### config.mk
export PLATFORM = sky130hd
export DESIGN_NAME = edge_gen
export DESIGN_NICKNAME = d
export VERILOG_FILES = /design/src/rtl/edge_pkg.sv /design/src/rtl/edge_gen_hold_timer.sv /design/src/rtl/edge_gen.sv
export SDC_FILE = /design/constraint.sdc
export NUM_CORES = 1
export LEC_CHECK = 0
export BUFFER_PORTS_ARGS = -buffer_cell sky130_fd_sc_hd__buf_2
export CELL_PAD_IN_SITES_DETAIL_PLACEMENT = 0
export CELL_PAD_IN_SITES_GLOBAL_PLACEMENT = 1
export CORE_AREA = 2 2 39 41
export DETAILED_ROUTE_END_ITERATION = 8
export DIE_AREA = 0 0 41 43
export GPL_TIMING_DRIVEN = 0
export PLACE_DENSITY = 0.68
export SETUP_SLACK_MARGIN = 0.4
export SLEW_MARGIN = 40
export SYNTH_ARGS = -nofsm -noshare
export SYNTH_HDL_FRONTEND = slang
export SYNTH_SLANG_ARGS = --single-unit
### constraint.sdc
create_clock -name clk -period 1.8 [get_ports clk]
set_input_delay 0.18 -clock clk [delete_from_list [all_inputs] [get_ports clk]]
set_output_delay 0.18 -clock clk [all_outputs]
set_load 0.01 [all_outputs]
### src/rtl/edge_pkg.sv
// Shared definitions for the edge generator: FSM encoding and level constants.
package edge_pkg;

    typedef enum logic {
        ST_READY = 1'b0,
        ST_HOLD  = 1'b1
    } state_t;

    localparam logic LVL_LOW  = 1'b0;
    localparam logic LVL_HIGH = 1'b1;

    localparam int HOLD_MIN = 1;
    localparam int HOLD_MAX = 255;

endpackage

### src/rtl/edge_gen_hold_timer.sv
// Hold timer: after load, expired rises exactly HOLD_CYCLES-1 cycles later.
import edge_pkg::*;

module hold_timer #(
    parameter int HOLD_CYCLES = 4
) (
    input  logic clk,
    input  logic rst,
    input  logic load,
    output logic expired
);

    localparam int              W        = $clog2(HOLD_CYCLES + 1);
    localparam logic [W-1:0]    LOAD_VAL = W'(HOLD_CYCLES - 1);

    logic [W-1:0] r_cnt;

    // Saturating down-counter; the edge cycle itself counts as the first hold cycle.
    always_ff @(posedge clk) begin
        if (rst) begin
            r_cnt <= '0;
        end else if (load) begin
            r_cnt <= LOAD_VAL;
        end else if (r_cnt != '0) begin
            r_cnt <= r_cnt - W'(1);
        end
    end

    assign expired = (r_cnt == '0);

endmodule

### src/rtl/edge_gen.sv
// Edge generator: produces rate-limited rising/falling edges on out_s,
// with a one-deep pending slot for requests arriving during the hold time.
import edge_pkg::*;

module edge_gen #(
    parameter int   HOLD_CYCLES = 4,
    parameter logic INIT_LEVEL  = 1'b0
) (
    input  logic clk,
    input  logic rst,
    input  logic rise_req,
    input  logic fall_req,
    output logic out_s,
    output logic rise_done,
    output logic fall_done,
    output logic busy,
    output logic err_drop
);

    state_t r_state;
    logic   r_out;
    logic   r_pend;
    logic   r_rise_done;
    logic   r_fall_done;
    logic   r_busy;
    logic   r_err;

    logic   w_expired;
    logic   w_eff;
    logic   w_one;
    logic   w_lvl;
    logic   w_valid;
    logic   w_drop;
    logic   w_open;
    logic   w_fire;
    logic   w_store;
    logic   w_hold_nxt;

    hold_timer #(
        .HOLD_CYCLES(HOLD_CYCLES)
    ) u_hold_timer (
        .clk    (clk),
        .rst    (rst),
        .load   (w_fire),
        .expired(w_expired)
    );

    // A pending request always opposes out_s, so the new level is always ~r_out.
    always_comb begin
        w_eff      = r_pend ? ~r_out : r_out;
        w_one      = rise_req ^ fall_req;
        w_lvl      = rise_req;
        w_valid    = w_one && (w_lvl != w_eff) && !r_pend;
        w_drop     = (rise_req && fall_req)
                   || (w_one && (w_lvl == w_eff))
                   || (w_one && (w_lvl != w_eff) && r_pend);
        w_open     = (r_state == ST_READY) || w_expired;
        w_fire     = w_open && (r_pend || w_valid);
        w_store    = !w_open && w_valid;
        w_hold_nxt = w_fire || ((r_state == ST_HOLD) && !w_expired);
    end

    always_ff @(posedge clk) begin
        if (rst) begin
            r_state     <= ST_READY;
            r_out       <= INIT_LEVEL;
            r_pend      <= 1'b0;
            r_rise_done <= 1'b0;
            r_fall_done <= 1'b0;
            r_busy      <= 1'b0;
            r_err       <= 1'b0;
        end else begin
            r_rise_done <= w_fire && (r_out == LVL_LOW);
            r_fall_done <= w_fire && (r_out == LVL_HIGH);
            r_err       <= w_drop;
            r_busy      <= w_hold_nxt;
            if (w_fire) begin
                r_out <= ~r_out;
            end
            if (w_fire) begin
                r_pend <= 1'b0;
            end else if (w_store) begin
                r_pend <= 1'b1;
            end
            unique case (r_state)
                ST_READY: if (w_fire) r_state <= ST_HOLD;
                ST_HOLD:  if (!w_hold_nxt) r_state <= ST_READY;
                default:  r_state <= ST_READY;
            endcase
        end
    end

    assign out_s     = r_out;
    assign rise_done = r_rise_done;
    assign fall_done = r_fall_done;
    assign busy      = r_busy;
    assign err_drop  = r_err;

endmodule

==> metrics.yaml, run 1 <==
status:
  status: "completed"
power_and_ir_drop:
  leakagePower_uw: 0.000269
  peakVddDrop_mv: 0.651
  p_per_area_mw_per_mm2: 1470
synth:
  async_flop_share_pct: 0
  synth_edf_count: 0
  synth_top_cell_by_area: "dfxtp_1"
  syn_area_um2: 463
  syn-instance-count: 43
  synth_top_area_share_pct: 43.2
  yosysWarnings: 0
  mappedNetlistNets: 49
  ys_seq_area_share_pct: 43.2
  ys.flop_type: "dfxtp_1"
  syn_area_per_cell_um2: 10.8
  ys_top_cells_by_area: "dfxtp_1 (43%), o32ai_4 (5.9%), ha_1 (5.4%)"
  synth_cell_types: 23
  ys_seq_elements: 10
layout:
  multiInputGateArea_um2: 244
  layout-drive-gt1-share_pct: 39.3
  seq_area_um2: 203
  layoutNonFillerInstCount: 72
  fin_nets: 63
  diodes: 0
  fillers: 139
  syn2layout_area_growth_pct: 24.3
worst_setup_path:
  endpoint: "out_s"
  path_max_fanout: 3
  worstSetupPathType: "reg2reg"
  cpPeakStageDelay_ns: 0.32
  end_kind: "flip-flop"
  crit_chain: "inv_2 -> ha_2 -> and2b_2 -> o32ai_4 -> mux2_4"
  reg2reg_to: "out_s"
  rrSetupSlack_ns: 0.46
  crit_start: "u_hold_timer.r_cnt[0]"
  cp_slowest_cell: "dfxtp_2"
  arrival_ns: 1.49
  worstPathRequired_ns: 1.96
  reg2regPathDepth: 5
  critPathLaunchType: "flip-flop"
  timing.rr.start: "u_hold_timer.r_cnt[0]"
global_routing:
  grt_max_degree: 9
  grt_util_all_layers_pct: 10.5
  grt_antenna_before_repair: 0
  grt_pass1_wl_um: 1210
  grt_pass1_vias: 292
  grt_overflow: 0
die:
  dieArea_mm2: 0.00176
  initial_core_util_pct: 33.5
  die_y_um: 43
  fp.dieW_um: 41
  pin_count: 9
  rows: 14
  core_area_mm2: 0.00138
hold_path:
  hp-class: "in2reg"
  hp-start: "rise_req"
flow_run:
  maxCapViolCount: 0
clock_network:
  clock_path_buffers: 2
  h-tree-depth: 1
  clkTransAtPathRegs_ns: 0.07
  cts_tree: "done"
  cts_buffers: 3
  cts_sinks: 10
  root_buffer: "clkbuf_4"
  clock_latency_ns: 0.26
  hold_buffers: 0
sta:
  tns_ns: 0
  period_share_pct: 74.4
  hold_viol: 0
  period_minus_slack_ns: 1.34
  finalSetupViolations: 0
  tightest_slew_ns: 0.366
  rsz0062_at_grt: "false"
  finalClockSkew_ns: 0.000421
  maxSlewViolCount: 0
  fmax_ghz: 0.747
  slew_headroom_pct: 75.5
detailed_routing:
  drtIter0Drc: 1
  postRouteWirelength_um: 749
  wire_per_inst_um: 10.4
  via_per_inst: 4.71
  ant_nets: 0
  firstDrtPassIters: 3
  drc: 0
  via_count: 339
placement:
  portBuffers: 7
  post-place-cells: 66
  gp_congestion: 0.660
-- kinds of logic (layout without fill, tap and decap cells) --
logic type / count (synthesis) / count (layout) / synth area share (%)
xor+xnor: 1 / 1 / 1.89
simple gates: 12 / 12 / 17.8
mux: 4 / 4 / 10.3
buf+inv: 6 / 19 / 4.86
fa+ha+maj: 2 / 2 / 5.40
flops: 10 / 10 / 43.2
compound gates: 8 / 8 / 16.5
-- final cells by class --
cell class / instances / share of cell area (%)
Buffer: 1 / 0.652
Clock buffer: 4 / 6.30
Inverter: 5 / 3.26
Multi-Input combinational cell: 27 / 42.4
Sequential cell: 10 / 35.2
Tap cell: 16 / 3.48
Timing Repair Buffer: 9 / 8.70
-- state kept, by name (all words and copies together), names as in the netlist, named ones only --
signal,cells
u_hold_timer.r_cnt,3
busy,1
err_drop,1
fall_done,1
out_s,1
r_pend,1
rise_done,1
-- cell usage in the layout (no fill, tap or decap) --
master    count
dfxtp_1       8
buf_2         7
inv_1         4
a21oi_1       4
clkbuf_4      3
nor2_1        2
mux2_1        2
nor3_1        2
buf_4         2
dfxtp_2       2
inv_2         1
nor3b_2       1
and3b_1       1
and2b_2       1
o32ai_4       1
xnor2_1       1
buf_1         1
nor3_2        1
o211a_1       1
nand2b_1      1
mux2i_1       1
o31ai_1       1
nand2_1       1
nor2b_1       1
mux2_4        1
and4b_1       1
o221a_1       1
ha_2          1
ha_1          1
clkbuf_8      1
-- synthesized netlist by cell type (2+ instances only) --
| cell | instances |
|---|---|
| ha_1 | 2 |
| inv_1 | 5 |
| mux2_1 | 2 |
| dfxtp_1 | 10 |
| a21oi_1 | 4 |
| nor3_1 | 2 |
| nor2_1 | 2 |
-- worst min path at each step --
stage / depth (start not counted) / endpoint / slack [ns]
floorplan: 1 / err_drop / 0.36
global placement: 2 / err_drop / 0.48
detailed placement: 2 / err_drop / 0.49
CTS: 2 / err_drop / 0.22
global route: 2 / err_drop / 0.22
finish: 2 / err_drop / 0.22
-- critical path, delay by kind of cell (launching register included) --
kind	cells	cell delay [ns]
and+or+nand+nor	1	0.22
AOI/OAI and AO/OA	1	0.14
DFF	1	0.32
adders and majority gates	1	0.18
buffers and inverters	1	0.04
muxes	1	0.32
-- report_power, final --
group          leakage (µW)  switching (µW)  internal (µW)  total [µW]
clock network     0.0000210            79.8            123         203
logic              0.000165             159            181         340
registers         0.0000827            30.9            274         305
-- metrics by stage --
step           cell area, µm²  hold WS, ns  power (µW)  utilization (%)  setup slack, ns
5_1_grt                   576        0.218         918             41.6            0.401
2_1_floorplan             463        0.359         550                -            0.450
3_3_place_gp              518        0.484         607             37.4            0.384
6_report                  576        0.218         848             41.6            0.461
3_5_place_dp              518        0.491         612             37.4            0.366
4_1_cts                   571        0.216         851             41.2            0.410
-- routing by layer --
| layer | track usage, % | part of all wire (%) | routed length, µm | vias up |
|---|---|---|---|---|
| met5 | 0 | 0 | 0 | - |
| met4 | 2.00 | 0 | 0 | 0 |
| met3 | 7.85 | 7.5 | 56 | 0 |
| met2 | 14.7 | 43 | 324 | 9 |
| met1 | 12.6 | 49 | 368 | 154 |
| li1 | - | - | - | 176 |
-- repair_timing --
item / in CTS / in global routing
setup endpoints to repair: 1 / 2
pin swaps: 1 / 1
gates resized for setup: 1 / 4
buffers inserted: 2 / 0
endpoints found under the hold margin: 0 / 0
No activity file was read; power rests on OpenSTA's default activity.
==> run 2: changes to the inputs <==
==> constraint.sdc (replaced) <==
create_clock -name clk -period 1.4 [get_ports clk]
set_input_delay 0.14 -clock clk [delete_from_list [all_inputs] [get_ports clk]]
set_output_delay 0.14 -clock clk [all_outputs]
set_load 0.01 [all_outputs]
==> metrics.yaml, run 2 (same netlist as run 1, synthesis figures left out) <==
sta:
  period_minus_slack_ns: 1.29  # -0.0462 ns
  period_share_pct: 92.3  # +18 points
  maxSlewViolCount: 0  # unchanged
  finalClockSkew_ns: 0.00187  # +0.00145 ns
  fmax_ghz: 0.774  # +3.6%
  tns_ns: 0  # unchanged
  slew_headroom_pct: 76.6  # +1.1 points
  tightest_slew_ns: 0.351  # -0.0151 ns
  hold_viol: 0  # unchanged
  rsz0062_at_grt: "true"
  finalSetupViolations: 0  # unchanged
power_and_ir_drop:
  power_uw: 1410  # +66%
  p_per_area_mw_per_mm2: 1920  # +30%
  leakagePower_uw: 0.000329  # +22%
  peakVddDrop_mv: 1.19  # +83%
detailed_routing:
  ant_nets: 0  # unchanged
  drtIter0Drc: 5  # +4
  firstDrtPassIters: 2  # -1
  wire_per_inst_um: 11.7  # +12%
  postRouteWirelength_um: 934  # +25%
  drc: 0  # unchanged
  via_per_inst: 4.74  # +0.62%
  via_count: 379  # +12%
die:
  rows: 14  # unchanged
  die_y_um: 43  # unchanged
  core_area_mm2: 0.00138  # unchanged
  fp.dieW_um: 41  # unchanged
  dieArea_mm2: 0.00176  # unchanged
  initial_core_util_pct: 33.5  # unchanged
  pin_count: 9  # unchanged
clock_network:
  h-tree-depth: 1  # unchanged
  clock_path_buffers: 2  # unchanged
  clock_latency_ns: 0.26  # about the same
  cts_sinks: 10  # unchanged
  cts_buffers: 3  # unchanged
  root_buffer: "clkbuf_4"
  cts_tree: "done"
  hold_buffers: 0  # unchanged
  clkTransAtPathRegs_ns: 0.07  # about the same
hold_path:
  hold_depth: 2  # unchanged
  hold_end: "err_drop"
  hp-class: "in2reg"
  hp-start: "rise_req"
layout:
  fillers: 128  # -7.9%
  seq_area_um2: 206  # +1.9%
  largest_register: "u_hold_timer.r_cnt"
  diodes: 0  # unchanged
  syn2layout_area_growth_pct: 58.4
  fin_area_um2: 733  # +27%
  multiInputGateArea_um2: 324  # +33%
  layout-drive-gt1-share_pct: 65.6  # +26 points
  fin_nets: 71  # +13%
  mostFrequentLayoutCells: "dfxtp_1 (7), buf_2 (7), buf_4 (7)"
  largest_reg_flops: 3  # unchanged
worst_setup_path:
  critPathLaunchType: "flip-flop"
  end_kind: "flip-flop"
  worstPathRequired_ns: 1.56  # -0.40 ns
  rrSetupSlack_ns: 0.11  # -0.35 ns
  reg2regPathDepth: 5  # unchanged
  worstSetupPathType: "reg2reg"
  timing.rr.start: "u_hold_timer.r_cnt[1]"
  reg2reg_to: "out_s"
  path_max_fanout: 2  # -1
  arrival_ns: 1.45  # -0.04 ns
global_routing:
  grt_max_degree: 9  # unchanged
  grt_pass1_wl_um: 1510  # +24%
  grt_pass1_vias: 366  # +25%
  grt_antenna_before_repair: 0  # unchanged
  grt_overflow: 0  # unchanged
  grt_util_all_layers_pct: 12.6  # +2.1 points
status:
  status: "completed"
flow_run:
  maxCapViolCount: 0  # unchanged
placement:
  hpwl_um: 591
  place_area_um2: 549  # +6.0%
  portBuffers: 7  # unchanged
  gp_congestion: 0.662  # +0.24%
run 2: area by class of cell:
class	count	share of cell area, %
multi-input cells	27	44.2
flip-flops and latches	10	28.2
repair buffers	17	16.6
clock buffers	4	4.95
inverters	5	2.90
well taps	16	2.73
plain buffers	1	0.512
run 2: worst max-delay path by stage:
stage	startpoint	to
after floorplan	u_hold_timer.r_cnt[1]	out_s
after global placement	u_hold_timer.r_cnt[1]	out_s
after detailed placement	u_hold_timer.r_cnt[0]	out_s
after CTS	u_hold_timer.r_cnt[0]	out_s
after global routing	u_hold_timer.r_cnt[1]	out_s
final	u_hold_timer.r_cnt[1]	out_s
run 2: critical path, cell delays in order (launching register included):
cell and delay, ns:
dfxtp_2 0.34, inv_2 0.05, ha_4 0.15, and2b_2 0.21, o32ai_4 0.12, mux2_4 0.32
run 2: per-layer routing:
layer  up-vias  global-route usage (%)  wire length, µm
met5         -                       0                0
met2         9                    18.8              479
met1       176                    15.6              405
met3         0                    4.71               50
li1        194                       -                -
met4         0                    5.33                0
run 2: per-stage QoR:
stage               instances  utilization (%)  setup slack, ns  hold slack, ns
floorplan                  43                -            0.125           0.319
global placement           66             39.7           0.0760           0.452
detailed placement         66             39.7           0.0708           0.449
CTS                        77             49.1           0.0837           0.178
global route               80             53.0           0.0669           0.167
finish                     80             53.0            0.107           0.181
run 2: timing repair:
action,CTS,global route
endpoints found under the setup margin,10,10
buffers inserted,7,3
pin swaps,4,4
resized for setup,9,6
run 2: power breakdown:
group / leakage (µW) / switching [µW] / internal [µW]
Sequential: 0.0000834 / 48.4 / 356
Combinational: 0.000225 / 328 / 407
Clock: 0.0000210 / 110 / 158
Total: 0.000329 / 487 / 920
